## src/rtl/iq_pkg.sv

```systemverilog
// Shared definitions for the iq_subtractor_pipe slice: operation codes and the
// offset-binary <-> two's-complement conversion helpers.
package iq_pkg;

  localparam logic MODE_SUB = 1'b0;
  localparam logic MODE_ADD = 1'b1;

  // Helpers work on a wide container; callers pass the live sample width.
  localparam int unsigned MAX_WIDTH = 256;
  typedef logic [MAX_WIDTH-1:0] word_t;

  function automatic word_t ob2tc(input word_t x, input int unsigned w);
    return x ^ (word_t'(1) << (w - 1));
  endfunction

  function automatic word_t tc2ob(input word_t x, input int unsigned w);
    return x ^ (word_t'(1) << (w - 1));
  endfunction

endpackage

```

## src/rtl/iq_lane_alu.sv

```systemverilog
// Combinational single-lane add/sub in WIDTH+1 bits with overflow detection.
// Define SUB_SAT_EN to saturate overflowing results instead of wrapping.
module iq_lane_alu
  import iq_pkg::*;
#(
  parameter int unsigned WIDTH = 32
) (
  input  logic [WIDTH-1:0] i_a_tc,
  input  logic [WIDTH-1:0] i_b_tc,
  input  logic             i_mode,
  output logic [WIDTH-1:0] o_result,
  output logic             o_ovf
);

  logic [WIDTH:0]   w_a_ext;
  logic [WIDTH:0]   w_b_ext;
  logic [WIDTH:0]   w_sum;
  logic [WIDTH-1:0] w_res_tc;

  assign w_a_ext = {i_a_tc[WIDTH-1], i_a_tc};
  assign w_b_ext = {i_b_tc[WIDTH-1], i_b_tc};

  always_comb begin
    w_sum = w_a_ext - w_b_ext;
    if (i_mode == MODE_ADD) begin
      w_sum = w_a_ext + w_b_ext;
    end
  end

  assign o_ovf = w_sum[WIDTH] ^ w_sum[WIDTH-1];

`ifdef SUB_SAT_EN
  // Bit WIDTH carries the true sign of the unbounded result.
  always_comb begin
    w_res_tc = w_sum[WIDTH-1:0];
    if (o_ovf) begin
      w_res_tc = w_sum[WIDTH] ? {1'b1, {(WIDTH-1){1'b0}}} : {1'b0, {(WIDTH-1){1'b1}}};
    end
  end
`else
  assign w_res_tc = w_sum[WIDTH-1:0];
`endif

  assign o_result = WIDTH'(tc2ob(word_t'(w_res_tc), WIDTH));

endmodule

```

## src/rtl/iq_subtractor_pipe.sv

```systemverilog
// NUM_CH-lane offset-binary add/sub with a two-stage valid/ready pipeline and
// sticky per-lane overflow flags. SUB_SAT_EN selects saturating results.
module iq_subtractor_pipe
  import iq_pkg::*;
#(
  parameter int unsigned WIDTH  = 32,
  parameter int unsigned NUM_CH = 1
) (
  input  logic                    M100CLK,
  input  logic                    reset,
  input  logic                    in_valid,
  output logic                    in_ready,
  input  logic                    mode,
  input  logic [NUM_CH*WIDTH-1:0] a,
  input  logic [NUM_CH*WIDTH-1:0] b,
  output logic                    out_valid,
  input  logic                    out_ready,
  output logic [NUM_CH*WIDTH-1:0] result,
  output logic [NUM_CH-1:0]       ovf,
  input  logic                    clear_ovf
);

  localparam int unsigned BUS_W = NUM_CH * WIDTH;

  logic             r_s1_valid;
  logic             r_s1_mode;
  logic [BUS_W-1:0] r_s1_a;
  logic [BUS_W-1:0] r_s1_b;
  logic             r_s2_valid;
  logic [BUS_W-1:0] r_result;
  logic [NUM_CH-1:0] r_ovf;

  logic              w_s1_load;
  logic              w_s2_load;
  logic              w_accept;
  logic [BUS_W-1:0]  w_a_tc;
  logic [BUS_W-1:0]  w_b_tc;
  logic [BUS_W-1:0]  w_alu_res;
  logic [NUM_CH-1:0] w_alu_ovf;
  logic [NUM_CH-1:0] w_ovf_set;

  assign w_s2_load = !r_s2_valid || out_ready;
  assign w_s1_load = !r_s1_valid || w_s2_load;
  assign in_ready  = !r_s1_valid || !r_s2_valid || out_ready;
  assign w_accept  = in_valid && in_ready;

  for (genvar k = 0; k < NUM_CH; k++) begin : g_lane
    assign w_a_tc[k*WIDTH +: WIDTH] = WIDTH'(ob2tc(word_t'(a[k*WIDTH +: WIDTH]), WIDTH));
    assign w_b_tc[k*WIDTH +: WIDTH] = WIDTH'(ob2tc(word_t'(b[k*WIDTH +: WIDTH]), WIDTH));

    iq_lane_alu #(
      .WIDTH(WIDTH)
    ) u_alu (
      .i_a_tc  (r_s1_a[k*WIDTH +: WIDTH]),
      .i_b_tc  (r_s1_b[k*WIDTH +: WIDTH]),
      .i_mode  (r_s1_mode),
      .o_result(w_alu_res[k*WIDTH +: WIDTH]),
      .o_ovf   (w_alu_ovf[k])
    );
  end

  // A set landing in the same cycle as clear_ovf must survive the clear.
  assign w_ovf_set = (w_s2_load && r_s1_valid) ? w_alu_ovf : '0;

  always_ff @(posedge M100CLK or negedge reset) begin
    if (!reset) begin
      r_s1_valid <= 1'b0;
      r_s1_mode  <= MODE_SUB;
      r_s1_a     <= '0;
      r_s1_b     <= '0;
    end else if (w_s1_load) begin
      r_s1_valid <= w_accept;
      if (w_accept) begin
        r_s1_mode <= mode;
        r_s1_a    <= w_a_tc;
        r_s1_b    <= w_b_tc;
      end
    end
  end

  always_ff @(posedge M100CLK or negedge reset) begin
    if (!reset) begin
      r_s2_valid <= 1'b0;
      r_result   <= '0;
    end else if (w_s2_load) begin
      r_s2_valid <= r_s1_valid;
      if (r_s1_valid) begin
        r_result <= w_alu_res;
      end
    end
  end

  always_ff @(posedge M100CLK or negedge reset) begin
    if (!reset) begin
      r_ovf <= '0;
    end else begin
      r_ovf <= (clear_ovf ? '0 : r_ovf) | w_ovf_set;
    end
  end

  assign out_valid = r_s2_valid;
  assign result    = r_result;
  assign ovf       = r_ovf;

endmodule

```

## config.mk

```make
export PLATFORM = sky130hd
export DESIGN_NAME = iq_subtractor_pipe
export DESIGN_NICKNAME = d
export VERILOG_FILES = /design/src/rtl/iq_pkg.sv /design/src/rtl/iq_lane_alu.sv /design/src/rtl/iq_subtractor_pipe.sv
export SDC_FILE = /design/constraint.sdc
export NUM_CORES = 1
export LEC_CHECK = 0
export ABC_AREA = 0
export CORE_MARGIN = 4
export CORE_UTILIZATION = 50
export CTS_BUF_LIST = sky130_fd_sc_hd__clkbuf_4
export DETAILED_ROUTE_END_ITERATION = 16
export GPL_TIMING_DRIVEN = 0
export PLACE_DENSITY = 0.79
export SYNTH_ARGS = -nofsm -noshare
export SYNTH_HDL_FRONTEND = slang
export SYNTH_SLANG_ARGS = --single-unit
```

## constraint.sdc

```tcl
create_clock -name M100CLK -period 3.7 [get_ports M100CLK]
set_input_delay 0.555 -clock M100CLK [delete_from_list [all_inputs] [get_ports M100CLK]]
set_output_delay 0.555 -clock M100CLK [all_outputs]
set_load 0.03 [all_outputs]
```

[After elaboration in Yosys (flattened, before gate mapping)]
Cells that the tools add are included.
Storage, ports and cells
  register bits after elaboration: 100
  input bits: 70
  output and inout bits: 35
Cells by class
  add/subtract/negate cells: 2
  muxes and demuxes: 3
  bitwise logic cells: 5
  reduce and logical (&&, ||, !) cells: 10
Operators with widths (count)
  32-bit by 32-bit adder with 33-bit output: 1
  33-bit 2-to-1 mux: 1
  32-bit by 32-bit subtractor with 33-bit output: 1
  1-bit logical OR: 4
  2-bit AND reduction: 2
  1-bit NOT: 3
  1-bit logical AND: 2
  1-bit zero test: 2
  1-bit 2-to-1 mux: 2
  1-bit bitwise OR: 1
  1-bit bitwise XOR: 1

[Longest topological paths before layout]
  depth after elaboration: 5
  depth in mapped cells: 18
  depth with buffers taken out: 17

[By module]
A second synthesis with hierarchy kept.
Unflattened totals
  cell total of the unflattened synthesis: 569
  area total of the unflattened synthesis: 6359.8 µm²
By module, submodules not included
  iq_subtractor_pipe: instances 1, cells an instance 218, area an instance 3992.6 µm²
  iq_lane_alu: instances 1, cells an instance 351, area an instance 2367.3 µm²

[Worst setup path before layout]
Ideal clock, no wire load.
  path kind: reg2reg
  from: reg r_s1_b[6]
  to: reg r_ovf, in the netlist ovf
  library setup time: 0.141 ns
  arrival time: 3.926 ns
  data required time: 3.559 ns
  slack: -0.367 ns
  stages on the path, launching flop included: 16
  cell sequence: dfrtp_1 -> or4_1 -> buf_2 -> nor4_1 -> nand2_1 -> o41ai_1 -> xnor2_1 -> ha_1 -> clkbuf_1 -> nand4_1 -> a2111oi_0 -> a2111oi_0 -> nor2_1 -> xnor2_1 -> xnor2_1 -> o22ai_1
Between the ends
  word-level cells in the longest chain between the ends: 5
Ends and longest elaborated chain
  from (decl): RTL line iq_subtractor_pipe.sv:28  | logic [BUS_W-1:0] r_s1_b;
  from (signal assigned): RTL line iq_subtractor_pipe.sv:76  | r_s1_b <= w_b_tc;
  32-bit by 32-bit subtractor with 33-bit output or 32-bit by 32-bit adder with 33-bit output (tied branches): RTL line iq_lane_alu.sv:24, iq_lane_alu.sv:26
  33-bit 2-to-1 mux (*): RTL line iq_lane_alu.sv:25  | if (i_mode == MODE_ADD) begin
  1-bit bitwise XOR (*): RTL line iq_lane_alu.sv:30  | assign o_ovf = w_sum[WIDTH] ^ w_sum[WIDTH-1];
  1-bit 2-to-1 mux (*): RTL line iq_subtractor_pipe.sv:63  | assign w_ovf_set = (w_s2_load && r_s1_valid) ? w_alu_ovf : '0;
  1-bit bitwise OR (*): RTL line iq_subtractor_pipe.sv:97  | r_ovf <= (clear_ovf ? '0 : r_ovf) | w_ovf_set;
  to (signal assigned): RTL line iq_subtractor_pipe.sv:97
  to (decl): RTL line iq_subtractor_pipe.sv:31  | logic [NUM_CH-1:0] r_ovf;
Mark *: on every way between the ends. The rest lies on a longest branch, timed or not.
A chain may end at the register's enable or synchronous reset.

[Worst setup path after layout]
  from: reg r_s1_b[0]
  to: reg r_ovf, in the netlist ovf
Same word-level chain as after synthesis.

==> key figures <==
Clock tree
  – Clock-pin slew on the worst setup and hold paths: 0.17 ns
  – CTS tree: built
  – Clock Sinks: 100
  – Longest Clk Path Bufs: 2
  – H-tree depth: 3
  – Root Buffer Master: clkbuf_4
  – TritonCTS Buffers: 9
  – Clock latency on the worst-skew pair: 0.51 ns

Timing
  – RSZ-0062 raised after global routing: yes
  – Relative slew margins: 58.9%
  – Setup WS post-layout: -0.287 ns
  – Worst-Margin Slew: 0.617 ns
  – Highest Clock Rate: 0.251 GHz
  – Final Hold Fails: 0
  – Max Transition Viols Final: 0
  – Tmin final: 3.99 ns
  – Setup TNS: -1.91 ns
  – Final setup viols: 13
  – Layout Skew: 0.0215 ns
  – Fin crit share: 108%

Critical path
  – Setup crit end kind: flip-flop
  – Worst r2r src: r_s1_b[0]
  – Worst Path Required: 4.08 ns
  – Reg-to-Reg End: ovf
  – Setup crit start kind: flip-flop
  – Critical path class: flip-flop to flip-flop
  – CP arrival: 4.37 ns
  – Reg-to-reg slack, setup: -0.29 ns
  – Worst-path fanout max: 4
  – Worst reg2reg path depth: 17

Placement
  – Hpwl dp: 11,800 µm
  – Port Buffers: 104
  – Placed Instance Area: 7240 µm²
  – GP Congestion: 0.868
  – Dpl ws: -0.928 ns

Synth
  – Yosys reg bits: 100
  – Post-synthesis cell count: 579
  – Synth warn: 0
  – Syn Std Cell Area: 5960 µm²
  – Synthesized area per cell: 10.3 µm²
  – Leading area contributor after synthesis: dfrtp_1
  – Post-synth top cells: 100 x dfrtp_1, 67 x mux2_2, 48 x nand2_1
  – Synth area leaders: dfrtp_1 42%, mux2_2 13%, ha_1 6.9%, xor2_1 5.3%, xnor2_1 3.7%
  – Syn_nets: 683
  – Count leader, synth: dfrtp_1
  – Count of cell types in the netlist: 57
  – Ys async rst share: 100%
  – Synth top area share: 42.0%
  – Post-synth EDFFs: 0
  – Post-synthesis sequential area ratio: 42.0%
  – Top FF cell, synth: dfrtp_1

Die
  – Initial core utilization: 51.5%
  – Die Wd: 117 µm
  – Die Y: 117 µm
  – Core ar.: 11,600 µm²
  – I/O pins: 105
  – Die ar.: 13,700 µm²
  – Row cnt: 39

GRT
  – Total GRT Usage: 23.3%
  – Initial antenna violation count: 2
  – Largest net degree at the start of global routing: 70
  – Vias in the first global route: 4,995
  – Total gr overflow: 0
  – First-pass GRT wire length: 24,700 µm

Power and ir drop
  – Static Leak: 3.37 nW
  – Max IR drop VDD: 368 µV
  – Final Total Pwr: 5.43 mW
  – PD cells: 676 nW/µm²

Run status
  – Status: finished with violations
  – Failing checks: negative setup slack

Finish
  – Fin nets: 825
  – Finished Cell Area: 8030 µm²
  – Synthesis-to-layout area growth: 34.7%
  – Layout cells sized above 1: 26.6%

Route
  – Vias/cell: 5.74
  – Drt initial violations: 226
  – Routed wire length: 15,700 µm
  – DRC viols: 0
  – WL/cell: 18.1 µm
  – Via Count: 4,998
  – Routed Antenna Nets: 0
  – DR pass1 iterations: 5

Min path
  – Hold WC Path Type: input pin to asynchronous set/reset pin

Flow run
  – Max Cap Violations: 0
## flip-flops by register name, indices dropped and copies added, names as in the netlist
name,flops
out_valid,1
ovf,1
r_s1_a,32
r_s1_b,32
r_s1_mode,1
r_s1_valid,1
result,32
## area by class of cell
class                   instances  area (µm²)
plain buffers                  16        63.8
diodes                          2        5.00
fillers                       878        3540
clock inverters                 7        73.8
multi-input cells             441        3740
clock buffers                   9        67.6
well taps                     143         179
flip-flops and latches        100        2510
inverters                      13        52.6
repair buffers                140        1340
## routing by layer
metal  global-route usage [%]  vias up  share of wire, %
li1                         -     2376                 -
met2                     37.4      161                48
met1                     31.8     2437                45
met5                        0        -                 0
met3                     5.04       24               5.0
met4                     6.73        0               1.5
## worst max path at each step
stage               from  slack (ns)  cells after the start         end
3_5_place_dp   r_s1_b[0]       -0.93                     18         ovf
2_1_floorplan  r_s1_b[6]        0.02                     17         ovf
5_1_grt        r_s1_b[0]       -0.47                     17         ovf
4_1_cts        r_s1_b[7]       -0.22                     15         ovf
6_report       r_s1_b[0]       -0.29                     17         ovf
3_3_place_gp       reset       -1.43                      1  result[26]
## where the power goes
part	leakage [nW]	internal (mW)	switching, mW
Clock	0.0719	0.209	0.384
Combinational	2.12	1.49	1.77
Sequential	1.18	1.37	0.211
## worst max-delay path, stage by stage, from the launching register on
cell and delay (ns):
dfrtp_1 0.46, inv_1 0.12, ha_4 0.14, or3b_4 0.41, nor4_4 0.29, buf_4 0.21, and3_2 0.20, nor2_1 0.05
xor2_1 0.20, ha_2 0.31, a21o_1 0.21, a21o_1 0.18, a21o_1 0.22, a2111oi_4 0.24, nor2_2 0.10, xnor2_2 0.16
xnor2_2 0.22, o22ai_1 0.10
## cells in the final DEF, fill, tap and decap left out, types with 3 or more instances in the layout
cell,n
a21o_1,16
a21oi_1,32
a21oi_2,8
and3_1,4
buf_4,34
clkbuf_1,13
clkbuf_4,9
clkdlybuf4s50_1,103
clkinvlp_4,3
dfrtp_1,97
dfrtp_2,3
ha_1,23
ha_2,3
ha_4,7
inv_1,11
mux2_2,67
nand2_1,46
nand2b_1,4
nand3_1,12
nand4_1,4
nor2_1,28
nor3_1,9
o211ai_1,5
o21ai_0,27
o21ai_1,9
o21bai_1,6
o31ai_1,4
or2_2,3
or4_4,3
xnor2_1,20
xnor2_2,6
xor2_1,33
xor2_2,3
## logic make-up after synthesis
family,share of synthesized area [%]
xor gates and xnor gates,9.24
muxes,12.8
DFF,42.0
AOI/OAI and AO/OA,14.9
buffers and inverters,2.43
adders and majority gates,7.26
and+or+nand+nor,11.4
## repair_timing
item / CTS / global route
setup buffers: 22 / 12
gates resized for setup: 62 / 26
setup endpoints to repair: 15 / 17
endpoints found under the hold margin: 31 / 0
pin swaps: 39 / 15
hold buffers: 1 / 0
## through the flow
| step | hold WS, ns | std cells | utilization [%] |
|---|---|---|---|
| finish | 0.501 | 871 | 69.4 |
| floorplan | 0.259 | 579 | - |
| detailed placement | 0.470 | 827 | 62.6 |
| CTS | 0.487 | 859 | 67.4 |
| global placement | 0.465 | 826 | 62.4 |
| global route | 0.501 | 871 | 69.4 |
No activity file was read; power rests on OpenSTA's default activity.
